**src/rtl/aes_frame_loader_pkg.sv**
```systemverilog
// Shared constants and FSM state type for the AES frame loader.
package aes_frame_pkg;

  localparam logic [7:0]  HDR_DEFAULT = 8'hA5;
  localparam logic [7:0]  TYPE_MSG    = 8'h00;
  localparam logic [7:0]  TYPE_KEYMSG = 8'h01;
  localparam int unsigned BLK_BYTES   = 16;

  typedef enum logic [2:0] {
    ST_IDLE,
    ST_TYPE,
    ST_KEY,
    ST_MSG,
    ST_CSUM,
    ST_HOLD
  } state_t;

endpackage

```
**src/rtl/aes_frame_loader_if.sv**
```systemverilog
// Byte-stream input, committed block output and error pulses of the frame loader.
interface aes_frame_loader_if;

  logic [7:0]   byte_in;
  logic         byte_valid;
  logic         byte_ready;
  logic [127:0] msg_out;
  logic [127:0] key_out;
  logic         out_valid;
  logic         out_ready;
  logic         key_loaded;
  logic         err_csum;
  logic         err_frame;
  logic         err_timeout;

  modport slave (
    input  byte_in, byte_valid, out_ready,
    output byte_ready, msg_out, key_out, out_valid, key_loaded,
           err_csum, err_frame, err_timeout
  );

  modport master (
    output byte_in, byte_valid, out_ready,
    input  byte_ready, msg_out, key_out, out_valid, key_loaded,
           err_csum, err_frame, err_timeout
  );

endinterface

```
**src/rtl/aes_frame_loader_timer.sv**
```systemverilog
// Inter-byte idle counter; expire is asserted while the count sits at TIMEOUT_CYC.
module frame_timeout_timer #(
  parameter int unsigned TIMEOUT_CYC = 1_000_000
) (
  input  logic clk,
  input  logic rst,
  input  logic clear,
  input  logic enable,
  output logic expire
);

  localparam int unsigned W = $clog2(TIMEOUT_CYC + 1);
  localparam logic [W-1:0] LIMIT = W'(TIMEOUT_CYC);

  logic [W-1:0] cnt_q, cnt_d;

  always_ff @(posedge clk) begin
    if (rst) cnt_q <= '0;
    else     cnt_q <= cnt_d;
  end

  always_comb begin
    cnt_d = cnt_q;
    if (clear)                        cnt_d = '0;
    else if (enable && cnt_q != LIMIT) cnt_d = cnt_q + 1'b1;
  end

  // A byte accepted in the expiry cycle wins over the timeout.
  assign expire = enable && !clear && (cnt_q == LIMIT);

endmodule

```
**src/rtl/aes_frame_loader.sv**
```systemverilog
// Parses HDR/TYPE/payload/CSUM byte frames into a 128-bit message and key for the AES wrapper.
module aes_frame_loader
  import aes_frame_pkg::*;
#(
  parameter int unsigned TIMEOUT_CYC = 1_000_000,
  parameter logic [7:0]  HDR_BYTE    = HDR_DEFAULT
) (
  input logic               clk,
  input logic               rst,
  aes_frame_loader_if.slave bus
);

  localparam logic [3:0] LAST_IDX = 4'(BLK_BYTES - 1);

  state_t       state_q, state_d;
  logic [127:0] msg_sh_q, msg_sh_d;
  logic [127:0] key_sh_q, key_sh_d;
  logic [127:0] msg_q, msg_d;
  logic [127:0] key_q, key_d;
  logic [7:0]   acc_q, acc_d;
  logic [3:0]   cnt_q, cnt_d;
  logic         is_key_q, is_key_d;
  logic         key_loaded_q, key_loaded_d;
  logic         err_csum_q, err_csum_d;
  logic         err_frame_q, err_frame_d;
  logic         err_timeout_q, err_timeout_d;

  logic ready, byte_acc, in_frame, tmr_clear, tmr_expire;

  assign ready     = !rst && (state_q != ST_HOLD);
  assign byte_acc  = bus.byte_valid && ready;
  assign in_frame  = (state_q == ST_TYPE) || (state_q == ST_KEY) ||
                     (state_q == ST_MSG)  || (state_q == ST_CSUM);
  assign tmr_clear = byte_acc || !in_frame;

  frame_timeout_timer #(.TIMEOUT_CYC(TIMEOUT_CYC)) u_timer (
    .clk    (clk),
    .rst    (rst),
    .clear  (tmr_clear),
    .enable (in_frame),
    .expire (tmr_expire)
  );

  always_ff @(posedge clk) begin
    if (rst) begin
      state_q       <= ST_IDLE;
      msg_sh_q      <= '0;
      key_sh_q      <= '0;
      msg_q         <= '0;
      key_q         <= '0;
      acc_q         <= '0;
      cnt_q         <= '0;
      is_key_q      <= 1'b0;
      key_loaded_q  <= 1'b0;
      err_csum_q    <= 1'b0;
      err_frame_q   <= 1'b0;
      err_timeout_q <= 1'b0;
    end else begin
      state_q       <= state_d;
      msg_sh_q      <= msg_sh_d;
      key_sh_q      <= key_sh_d;
      msg_q         <= msg_d;
      key_q         <= key_d;
      acc_q         <= acc_d;
      cnt_q         <= cnt_d;
      is_key_q      <= is_key_d;
      key_loaded_q  <= key_loaded_d;
      err_csum_q    <= err_csum_d;
      err_frame_q   <= err_frame_d;
      err_timeout_q <= err_timeout_d;
    end
  end

  always_comb begin
    state_d       = state_q;
    msg_sh_d      = msg_sh_q;
    key_sh_d      = key_sh_q;
    msg_d         = msg_q;
    key_d         = key_q;
    acc_d         = acc_q;
    cnt_d         = cnt_q;
    is_key_d      = is_key_q;
    key_loaded_d  = key_loaded_q;
    err_csum_d    = 1'b0;
    err_frame_d   = 1'b0;
    err_timeout_d = 1'b0;

    unique case (state_q)
      ST_IDLE: begin
        if (byte_acc && bus.byte_in == HDR_BYTE) begin
          state_d  = ST_TYPE;
          msg_sh_d = '0;
          key_sh_d = '0;
        end
      end
      ST_TYPE: begin
        if (byte_acc) begin
          cnt_d = '0;
          acc_d = bus.byte_in;
          if (bus.byte_in == TYPE_MSG) begin
            is_key_d = 1'b0;
            state_d  = ST_MSG;
          end else if (bus.byte_in == TYPE_KEYMSG) begin
            is_key_d = 1'b1;
            state_d  = ST_KEY;
          end else begin
            err_frame_d = 1'b1;
            state_d     = ST_IDLE;
          end
        end
      end
      ST_KEY: begin
        if (byte_acc) begin
          key_sh_d = {key_sh_q[119:0], bus.byte_in};
          acc_d    = acc_q ^ bus.byte_in;
          cnt_d    = cnt_q + 1'b1;
          if (cnt_q == LAST_IDX) state_d = ST_MSG;
        end
      end
      ST_MSG: begin
        if (byte_acc) begin
          msg_sh_d = {msg_sh_q[119:0], bus.byte_in};
          acc_d    = acc_q ^ bus.byte_in;
          cnt_d    = cnt_q + 1'b1;
          if (cnt_q == LAST_IDX) state_d = ST_CSUM;
        end
      end
      ST_CSUM: begin
        if (byte_acc) begin
          if (bus.byte_in == acc_q) begin
            msg_d   = msg_sh_q;
            state_d = ST_HOLD;
            if (is_key_q) begin
              key_d        = key_sh_q;
              key_loaded_d = 1'b1;
            end
          end else begin
            err_csum_d = 1'b1;
            state_d    = ST_IDLE;
          end
        end
      end
      ST_HOLD: begin
        if (bus.out_ready) state_d = ST_IDLE;
      end
      default: state_d = ST_IDLE;
    endcase

    if (tmr_expire) begin
      err_timeout_d = 1'b1;
      state_d       = ST_IDLE;
    end
  end

  always_comb begin
    bus.byte_ready  = ready;
    bus.out_valid   = (state_q == ST_HOLD);
    bus.msg_out     = msg_q;
    bus.key_out     = key_q;
    bus.key_loaded  = key_loaded_q;
    bus.err_csum    = err_csum_q;
    bus.err_frame   = err_frame_q;
    bus.err_timeout = err_timeout_q;
  end

endmodule

```
**src/flat_wrapper.sv**
```systemverilog
// flat-port wrapper written by rule: the top's interface ports become plain ports
module aes_frame_loader_flat import aes_frame_pkg::*;
#(
  parameter int unsigned TIMEOUT_CYC = 1_000_000,
  parameter logic [7:0]  HDR_BYTE    = HDR_DEFAULT
)
  (clk, rst, bus_byte_in, bus_byte_valid, bus_out_ready, bus_byte_ready, bus_msg_out, bus_key_out, bus_out_valid, bus_key_loaded, bus_err_csum, bus_err_frame, bus_err_timeout);
  aes_frame_loader_if bus_i ();
  input logic clk;
  input logic rst;
  input wire logic [$bits(bus_i.byte_in)-1:0] bus_byte_in;
  input wire logic [$bits(bus_i.byte_valid)-1:0] bus_byte_valid;
  input wire logic [$bits(bus_i.out_ready)-1:0] bus_out_ready;
  output wire logic [$bits(bus_i.byte_ready)-1:0] bus_byte_ready;
  output wire logic [$bits(bus_i.msg_out)-1:0] bus_msg_out;
  output wire logic [$bits(bus_i.key_out)-1:0] bus_key_out;
  output wire logic [$bits(bus_i.out_valid)-1:0] bus_out_valid;
  output wire logic [$bits(bus_i.key_loaded)-1:0] bus_key_loaded;
  output wire logic [$bits(bus_i.err_csum)-1:0] bus_err_csum;
  output wire logic [$bits(bus_i.err_frame)-1:0] bus_err_frame;
  output wire logic [$bits(bus_i.err_timeout)-1:0] bus_err_timeout;
  assign bus_i.byte_in = bus_byte_in;
  assign bus_i.byte_valid = bus_byte_valid;
  assign bus_i.out_ready = bus_out_ready;
  assign bus_byte_ready = bus_i.byte_ready;
  assign bus_msg_out = bus_i.msg_out;
  assign bus_key_out = bus_i.key_out;
  assign bus_out_valid = bus_i.out_valid;
  assign bus_key_loaded = bus_i.key_loaded;
  assign bus_err_csum = bus_i.err_csum;
  assign bus_err_frame = bus_i.err_frame;
  assign bus_err_timeout = bus_i.err_timeout;
  aes_frame_loader #(.TIMEOUT_CYC(TIMEOUT_CYC), .HDR_BYTE(HDR_BYTE)) u_core (.clk(clk), .rst(rst), .bus(bus_i));
endmodule
```
**config.mk**
```make
export PLATFORM = sky130hd
export DESIGN_NAME = aes_frame_loader_flat
export DESIGN_NICKNAME = d
export VERILOG_FILES = /design/src/rtl/aes_frame_loader_pkg.sv /design/src/rtl/aes_frame_loader_if.sv /design/src/rtl/aes_frame_loader_timer.sv /design/src/rtl/aes_frame_loader.sv /design/src/flat_wrapper.sv
export SDC_FILE = /design/constraint.sdc
export NUM_CORES = 1
export LEC_CHECK = 0
export ABC_AREA = 1
export BUFFER_PORTS_ARGS = -buffer_cell sky130_fd_sc_hd__buf_4
export CAP_MARGIN = 20
export CORE_MARGIN = 2
export CORE_UTILIZATION = 45
export CTS_CLUSTER_DIAMETER = 30
export DETAILED_ROUTE_END_ITERATION = 7
export PLACE_DENSITY_LB_ADDON = 0.3
export SLEW_MARGIN = 5
export SYNTH_ARGS = -nofsm -noshare
export SYNTH_HDL_FRONTEND = slang
export SYNTH_SLANG_ARGS = --single-unit
```
**constraint.sdc**
```tcl
create_clock -name clk -period 2.4 [get_ports clk]
set_clock_uncertainty 0.15 [all_clocks]
set_input_delay 0.12 -clock clk [delete_from_list [all_inputs] [get_ports clk]]
set_output_delay 0.12 -clock clk [all_outputs]
set_load 0.02 [all_outputs]
```
==> results.json <==
{
  "synth.avg_cell_area_um2": 6.60,
  "cp-start-kind": "input pin",
  "fillCellCount": 4942,
  "ys_types": 34,
  "h-tree-depth": 3,
  "area_delta_synth_final_pct": 29.1,
  "drc": 0,
  "final_core_util_pct": 58.7,
  "yosys_warnings": 0,
  "async_flop_share_pct": 0,
  "grt_max_degree": 217,
  "clockBufferDepth": 3,
  "max_stage_delay_ns": 0.57,
  "seq_area_frac_synth_pct": 45.2,
  "p_leak_nw": 14.3,
  "crit_slowest_cell": "dlygate4sd3_1",
  "io_buffer_count": 273,
  "status": "complete, no violations",
  "ios": 274,
  "yosys_most_used_dff": "dfxtp_1",
  "tightestPinTransition_ns": 0.974,
  "netlist_area_um2": 24400,
  "grt-ovfl-total": 0,
  "mostFrequentLayoutCell": "nor2_1",
  "drt-initial-drc-count": 1626,
  "ys_top_cells_by_area": "dfxtp_1 (45%), nor2_1 (12%), nand2_1 (11%)",
  "grt_usage_pct": 22.8,
  "hpwl_mm": 39.7,
  "die_w_um": 237,
  "drv_slew": 0,
  "post-route-period-util_pct": 98.1,
  "r2r_cells": 7,
  "rsz0062_at_grt": "true",
  "coreArea_um2": 53700,
  "syn_inst": 3701,
  "cellPowerDensity_nw_per_um2": 1040,
  "cpLargestDelayFamily": "buffers and inverters",
  "nets": 3953,
  "slew_headroom_pct": 34.8,
  "die_y_um": 237,
  "tritoncts": "yes",
  "layout-drive-gt1-share_pct": 14.1,
  "wl_per_cell_um": 13.8,
  "hold_class": "in -> reg",
  "min_path_cells": 6,
  "total_power_mw": 32.8,
  "synth_top_area_share_pct": 45.2,
  "cp.required_ns": 2.78,
  "clk-insertion-delay-late_ns": 0.66,
  "ys_ff_latch": 552,
  "cp.depth": 12,
  "worstSetupPathType": "in -> reg",
  "drtAntennaViolNets": 0,
  "crit_buf_inv": 4,
  "gp_congestion": 0.848,
  "fin_crit_ns": 2.35,
  "reg2reg_setup_slack_ns": 0.12,
  "die_area_um2": 56200,
  "hold_ws_ns": 0.0353,
  "synth_top_cell_by_area": "dfxtp_1",
  "vdd_drop_max_mv": 0.627,
  "vias_per_cell": 4.75,
  "antenna_found_initial": 0,
  "numCtsBuffers": 119,
  "final_cell_mix": "nor2_1 (773), nand2_1 (693), inv_1 (649), dfxtp_1 (550), buf_4 (307)",
  "worstPathArrival_ns": 2.73,
  "num_rows": 85,
  "cts_root_buf": "clkbuf_16",
  "wirelength_mm": 65.5,
  "hold_violations": 0,
  "synth_edf_count": 0,
  "crit_chain": "dlygate4sd3_1 -> buf_4 -> nor2_1 -> dlygate4sd3_1 -> nand3_1 -> nor2_1 -> nand2_1 -> nand2_4 -> nand2_8 -> buf_4 -> o21ai_1 -> a21oi_1",
  "cts.clk_slew.worst_paths_ns": 0.05,
  "initial_utilization_pct": 45.5,
  "clock_sinks": 552,
  "synthesis.nets": 3716,
  "max_cap_violations": 0,
  "grt_pass1_vias": 20800,
  "worstPathMaxFanout": 35,
  "grt_pass1_wl_mm": 106,
  "fmax_ghz": 0.425,
  "setup_viol": 0,
  "vias": 22500,
  "drt-pass1-iter-count": 5,
  "cp-end-kind": "flop"
}
-- power breakdown --
| group | switching (mW) | internal (mW) | total [mW] |
|---|---|---|---|
| clock network | 5.17 | 11.7 | 16.8 |
| logic | 3.48 | 1.72 | 5.20 |
| registers | 0.555 | 10.2 | 10.8 |
| total | 9.21 | 23.6 | 32.8 |
-- cell type report --
class                           count  area (um^2)  area share [%]
Antenna cell                        1         2.50         0.00793
Timing Repair Buffer              360         3100            9.82
Sequential cell                   552        11100            35.1
Inverter                          661         2500            7.94
Multi-Input combinational cell   2244         9820            31.1
Clock buffer                      157         3360            10.7
Clock inverter                     60          823            2.61
Tap cell                          696          871            2.76
-- cells in the mapped netlist, types with 3 or more instances --
library cell  instances
a21oi_1             171
buf_1                23
buf_2                99
buf_4                14
buf_6                 8
clkbuf_1            101
dfxtp_1             552
ha_1                  3
inv_1               650
inv_2                10
nand2_1             694
nand3_1              39
nand4_1             138
nor2_1              774
nor3_1              141
nor4_1                3
o21ai_0             189
o21ai_1              53
o22ai_1               3
xnor2_1               7
xor2_1               10
-- registers in the layout, summed over array words and instances (netlist names) --
| register | flops |
|---|---|
| u_core.bus.key_out | 128 |
| u_core.key_sh_q | 128 |
| u_core.bus.key_loaded | 1 |
| u_core.u_timer.cnt_q | 20 |
| u_core.state_q | 3 |
| u_core.acc_q | 8 |
| u_core.is_key_q | 1 |
| u_core.bus.msg_out | 128 |
| u_core.bus.err_csum | 1 |
| u_core.bus.err_frame | 1 |
| u_core.cnt_q | 4 |
| u_core.bus.err_timeout | 1 |
| u_core.msg_sh_q | 128 |
-- tightest hold or removal path, delay by kind of cell --
family	cells	cell delay (ns)
buf+inv	3	0.35
simple gates	3	0.30
-- metal layers --
layer / routed length (um) / track usage (%) / part of all wire, %
met5: 0 / 0 / 0
met2: 30900 / 37.4 / 47
met3: 3590 / 4.36 / 5.5
met4: 1620 / 8.69 / 2.5
met1: 29400 / 29.6 / 45
-- worst paths after layout --
path | end | startpoint
worst min register to register | u_core.key_sh_q[126]$_SDFFE_PP0P_ | u_core.key_sh_q[126]$_SDFFE_PP0P_
worst max-delay path | u_core.key_sh_q[109]$_SDFFE_PP0P_ | bus_byte_in[3]
worst min-delay path | u_core.bus.err_frame$_SDFF_PP0_ | rst
worst max register to register | u_core.bus.msg_out[9]$_SDFFE_PP0P_ | u_core.state_q[0]$_SDFFE_PP0P_
-- stage by stage --
step	cell area, um^2	TNS [ns]	cells	setup slack, ns
3_3_place_gp	27000	0	4479	0.315
2_1_floorplan	24400	0	3701	0.649
3_5_place_dp	27000	0	4479	0.203
5_1_grt	31500	-0.0793	4730	-0.0181
6_report	31500	0	4731	0.0453
4_1_cts	31400	0	4722	0.0621
-- repair_timing --
item,CTS,global route
gates resized for setup,0,13
hold buffers,26,0
endpoints found under the setup margin,0,81
hold endpoints to repair,52,0
buffers inserted,0,6
-- logic make-up (layout without fill, tap and decap cells) --
logic type / Yosys count / count (layout) / synth area share [%]
other: 0 / 1 / 0
flip-flops: 552 / 552 / 45.2
XOR/XNOR: 17 / 17 / 0.610
buffers and inverters: 906 / 1238 / 14.9
adder cells (fa/ha/maj): 3 / 3 / 0.154
AO/OA/AOI/OAI: 420 / 420 / 8.70
AND/OR/NAND/NOR: 1803 / 1804 / 30.4
Note: power is estimated with default switching activity, not from simulation.
